===== src/rtl/dff_bank_arbiter.sv =====
// rtl/dff_bank_arbiter.sv - round-robin arbiter and write sequencer for a shared register
module dff_bank_arbiter #(
    parameter int NUM_REQ = 4,
    parameter int WIDTH   = 8,
    localparam int OWNER_W = $clog2(NUM_REQ)
) (
    input  logic                     clk,
    input  logic                     reset,
    input  logic [NUM_REQ-1:0]       req,
    input  logic [NUM_REQ-1:0]       lock,
    input  logic [NUM_REQ*WIDTH-1:0] wr_data,
    output logic [NUM_REQ-1:0]       gnt,
    output logic [NUM_REQ-1:0]       ack,
    output logic [WIDTH-1:0]         q,
    output logic [OWNER_W-1:0]       owner,
    output logic                     busy
);

    localparam logic       IDLE   = 1'b0;
    localparam logic       LOCKED = 1'b1;
    localparam logic [OWNER_W:0]   NREQ_W = (OWNER_W+1)'(NUM_REQ);
    localparam logic [OWNER_W-1:0] LAST   = OWNER_W'(NUM_REQ - 1);

    logic               state;
    logic [OWNER_W-1:0] ptr;
    logic [OWNER_W-1:0] lock_id;

    logic [NUM_REQ-1:0] eff;
    logic               found;
    logic [OWNER_W-1:0] win;
    logic [OWNER_W:0]   cand;
    logic [OWNER_W-1:0] cand_w;
    logic [NUM_REQ-1:0] win_oh;
    logic [NUM_REQ-1:0] lock_oh;
    logic [OWNER_W-1:0] ptr_next;

    // A requester acked this cycle is masked so a held req is not written twice back-to-back.
    assign eff = req & ~ack;

    always_comb begin
        found  = 1'b0;
        win    = '0;
        cand   = '0;
        cand_w = '0;
        for (int k = 0; k < NUM_REQ; k++) begin
            cand = {1'b0, ptr} + (OWNER_W+1)'(k);
            if (cand >= NREQ_W) begin
                cand = cand - NREQ_W;
            end
            cand_w = cand[OWNER_W-1:0];
            if (!found && eff[cand_w]) begin
                found = 1'b1;
                win   = cand_w;
            end
        end
    end

    assign win_oh   = NUM_REQ'(1) << win;
    assign lock_oh  = NUM_REQ'(1) << lock_id;
    assign ptr_next = (win == LAST) ? '0 : win + OWNER_W'(1);
    assign busy     = (state == LOCKED);

    always_ff @(posedge clk) begin
        if (!reset) begin
            state   <= IDLE;
            ptr     <= '0;
            lock_id <= '0;
            q       <= '0;
            owner   <= '0;
            gnt     <= '0;
            ack     <= '0;
        end else begin
            case (state)
                IDLE: begin
                    if (found) begin
                        q     <= wr_data[int'(win)*WIDTH +: WIDTH];
                        owner <= win;
                        gnt   <= win_oh;
                        ack   <= win_oh;
                        ptr   <= ptr_next;
                        if (lock[win]) begin
                            state   <= LOCKED;
                            lock_id <= win;
                        end
                    end else begin
                        gnt <= '0;
                        ack <= '0;
                    end
                end
                default: begin
                    // Only the lock holder is served; a final pending write still lands on release.
                    if (eff[lock_id]) begin
                        q     <= wr_data[int'(lock_id)*WIDTH +: WIDTH];
                        owner <= lock_id;
                        ack   <= lock_oh;
                    end else begin
                        ack <= '0;
                    end
                    if (!lock[lock_id]) begin
                        state <= IDLE;
                        gnt   <= '0;
                    end else begin
                        gnt <= lock_oh;
                    end
                end
            endcase
        end
    end

endmodule


===== config.mk =====
export PLATFORM = sky130hd
export DESIGN_NAME = dff_bank_arbiter
export DESIGN_NICKNAME = d
export VERILOG_FILES = /design/src/rtl/dff_bank_arbiter.sv
export SDC_FILE = /design/constraint.sdc
export NUM_CORES = 1
export LEC_CHECK = 0
export CAP_MARGIN = 20
export CORE_ASPECT_RATIO = 0.8
export CORE_UTILIZATION = 42
export DETAILED_ROUTE_END_ITERATION = 12
export GPL_TIMING_DRIVEN = 1
export PLACE_DENSITY = 0.8
export SLEW_MARGIN = 30
export SYNTH_ARGS = -nofsm -noshare
export SYNTH_HDL_FRONTEND = slang
export SYNTH_SLANG_ARGS = --single-unit

===== constraint.sdc =====
create_clock -name clk -period 2.8 [get_ports clk]
set_input_delay 0.42 -clock clk [delete_from_list [all_inputs] [get_ports clk]]
set_output_delay 0.42 -clock clk [all_outputs]
set_load 0.005 [all_outputs]

==> impl_summary.md <==
Outcome
The flow ran to the end, and the final reports show no timing, DRC or antenna violations.

Hold path
The start point of the worst min-delay path is owner[0]. The worst min-delay path class is reg2reg.

Routing
The per-cell routed wire length is approximately 16 um. After the first detailed-routing iteration, the DRC count stood at 90. The remaining design rule violation count is 0. The count of nets left with antenna violations after detail routing is 0. The total via count after detailed routing is 1397.

After detailed routing, the number of vias per cell comes to 5.48. Summed over all layers, the routed wires come to 4170 um. The number of optimization iterations in the first detailed-route pass is 4.

CTS
The quantity of gates resized following cts is 0. The number of sinks handled by clock tree synthesis is 23. TritonCTS created 3 clock buffers. Clock-pin slew was measured on the worst setup and hold paths at 90 ps. CTS built an H-tree with a depth of 1. The number of buffers inserted for hold repair after clock tree synthesis is 0. The TritonCTS clock tree is yes. The insertion delay to the later sink of the worst-skew pair is 270 ps. The clock tree buffer depth is 2. The number of setup buffers added after CTS is 0. The cell sitting at the root of the clock tree is a clkbuf_8.

Setup path
The launching point of the worst reg2reg path is ptr[1]. The endpoint type of the worst setup path is a register. The startpoint of the most critical setup path is req[1]. The critical path arrival is between 2000 and 3000 ps.

The largest fanout on the critical path is 17. The critical path is of the in2reg type. The worst setup path is launched from an input port. At the worst endpoint, the required time is 2970 ps.

Floorplan
The placement row count is 18. The boundary pin count is 61. The die outline height is around 54 um. In this run the horizontal extent of the chip is 67.0 um.

The effective utilization at floorplan is roughly 45%. The area of the core region is 3150 um2. The die covers 3620 um2.

Global routing
The number of antenna violations at the first check in global routing is 0. The total routing resource utilization after global routing is 24.0%. The pin count of the biggest net entering global routing is 18.

The first global-routing pass estimated 6490 um of wire. The total overflow left after global routing is 0. The via count of the first global-routing pass is 1345.

Yosys
Of the total synthesized cell area, the portion taken by AND, OR, NAND and NOR gates is 18.8%. In this run, synthesis produced a sequential element count of 23. The proportion of synthesized chip area in sequential cells is between 30% and 40%. The cell area after synthesis is 1420 um2. After synthesis, the largest family of logic cells by area is compound AO/OA/AOI/OAI gates. The share of synthesized flip-flops with an asynchronous set or reset is 0%.

The most common flop cell mapped by yosys is dfxtp_1. The average instance area after synthesis is 9.34 um2. The synthesized netlist devotes 24.3% of its cell area to compound gates. The area share of fa/ha/maj cells after synthesis is 3.52%. Counting distinct cell types in the post-synthesis netlist gives 43.

The post-synthesis mux area share is 17.2%. The total nets after synthesis is 198. The count of warnings emitted by yosys is 0. Of the total synthesized cell area, the portion taken by XOR and XNOR cells is 0%. Counting flops with a built-in enable in the synthesized netlist gives 0.

Synthesis produced between 150 and 200 cells.

Layout
The fraction of final layout cells sized beyond drive strength 1 is 14.0%. Compared with the post-synthesis result, the final layout area differs by 51.1%. The layout net count is 262. The number of antenna diodes in the final layout is 0.

STA
The hold violation count in the final report is 0. The final number of setup-violating endpoints is 0. The highest attainable clock frequency is 0.410 GHz. Setup repair after global routing left no endpoint under its margin.

After layout, the minimum clock period comes to 2440 ps. The worst max-slew margin expressed relative to the limit is 52.6%. The ratio of final minimum period to clock period is 87.1%. The setup skew after layout is 8.61 ps. The count of final max-slew check failures is 0. Across all setup checks in the final design, the least slack found is 360 ps. In the final timing run, aggregate negative setup slack is 0 ps. For the pin with the worst max-slew slack, the measured transition is 707 ps.

Placed design
Summed over all nets, the half-perimeter wirelength after detailed placement is 3290 um. The congestion estimate from routability-driven global placement came to a little under 0.9. The number of buffers inserted by port buffering is 60. At the placement stage, the worst setup path has a slack of 65.6 ps.

Power
The total power density per cell area is approximately 900 nW/um2. The maximum vdd ir drop is 0.482 mV. After layout, the design draws a total of 1.92 mW.

The leakage power total is about 0.8 nW.

Job
The max capacitance violation total is 0.
-- layout make-up --
| cell class | instances | area, um2 |
|---|---|---|
| fill | 249 | 1010 |
| timing repair buffer | 67 | 666 |
| tap | 40 | 50.0 |
| clock buffer | 3 | 41.3 |
| inverter | 4 | 15.0 |
| sequential | 23 | 460 |
| clock inverter | 1 | 7.51 |
| multi-input combinational | 117 | 906 |
-- cell usage after synthesis (2+ instances only) --
| library cell | instances | share of area [%] |
|---|---|---|
| mux4_2 | 2 | 3.2 |
| a21oi_1 | 13 | 4.6 |
| clkbuf_1 | 6 | 1.6 |
| nand4b_1 | 2 | 1.2 |
| nand2_1 | 13 | 3.4 |
| a221o_1 | 8 | 5.6 |
| nand3_1 | 3 | 1.1 |
| mux2i_1 | 9 | 6.3 |
| nand2b_1 | 4 | 1.8 |
| ha_1 | 4 | 3.5 |
| inv_1 | 4 | 1.1 |
| nor2_1 | 14 | 3.7 |
| mux2_2 | 7 | 5.6 |
| nor3b_1 | 2 | 1.1 |
| nor2b_1 | 4 | 1.8 |
| mux2_4 | 2 | 2.1 |
| dfxtp_1 | 23 | 32 |
| o21ai_0 | 4 | 1.4 |
| nand3b_1 | 3 | 1.6 |
| a31oi_1 | 2 | 0.88 |
-- worst paths after layout --
path / to / slack (ps) / depth (start not counted)
max reg2reg: q[6] / 570 / 6
min: owner[0] / 480 / 2
max: q[6] / 360 / 7
min reg2reg: owner[0] / 480 / 2
-- where the power goes --
group	switching (mW)	leakage, nW	internal (mW)
Sequential	0.113	0.190	0.447
Clock	0.118	0.0217	0.101
Combinational	0.514	0.605	0.631
-- sequential cells by signal, indices dropped and copies added (netlist names) --
register,count
lock_id,2
ptr,2
gnt,4
busy,1
q,8
owner,2
ack,4
-- metrics by stage --
step	util, %	hold WS, ps	instances	instance area (um2)
floorplan	-	460	152	1420
global placement	66.5	463	251	2100
detailed placement	66.5	466	251	2100
CTS	68.1	489	255	2150
global route	68.1	508	255	2150
finish	68.1	483	255	2150
-- cell usage in the layout, fill, tap and decap left out, types with 2 or more instances in the layout --
master,instances
nand4b_1,2
clkbuf_8,3
mux2i_1,9
nor2_1,14
a221o_1,8
mux2_2,7
mux4_2,2
nand2b_1,4
buf_4,6
nand3b_1,3
dfxtp_1,23
nand3_1,3
ha_1,4
nor3b_1,2
inv_1,4
a21oi_1,13
a31oi_1,2
nand2_1,13
nor2b_1,4
o21ai_0,4
mux2_4,2
clkdlybuf4s50_1,60
-- routing by layer --
metal | routed length (um) | track usage [%] | vias up
met5 | 0 | 0 | -
met4 | 38 | 3.90 | 0
met3 | 230 | 4.03 | 5
met2 | 1950 | 36.8 | 42
met1 | 1950 | 35.4 | 656
li1 | - | - | 694
-- logic make-up after synthesis --
family,count (synthesis)
AND/OR/NAND/NOR,51
adder cells (fa/ha/maj),4
multiplexers,20
AO/OA/AOI/OAI,42
buffers and inverters,12
flip-flops,23
-- critical path, cell delays in order --
cell	delay, ps
clkdlybuf4s50_1	490
nor3b_1	330
o32ai_2	200
o31ai_4	280
buf_12	200
mux2_2	340
a221o_1	340
No activity file was read; power rests on OpenSTA's default activity.
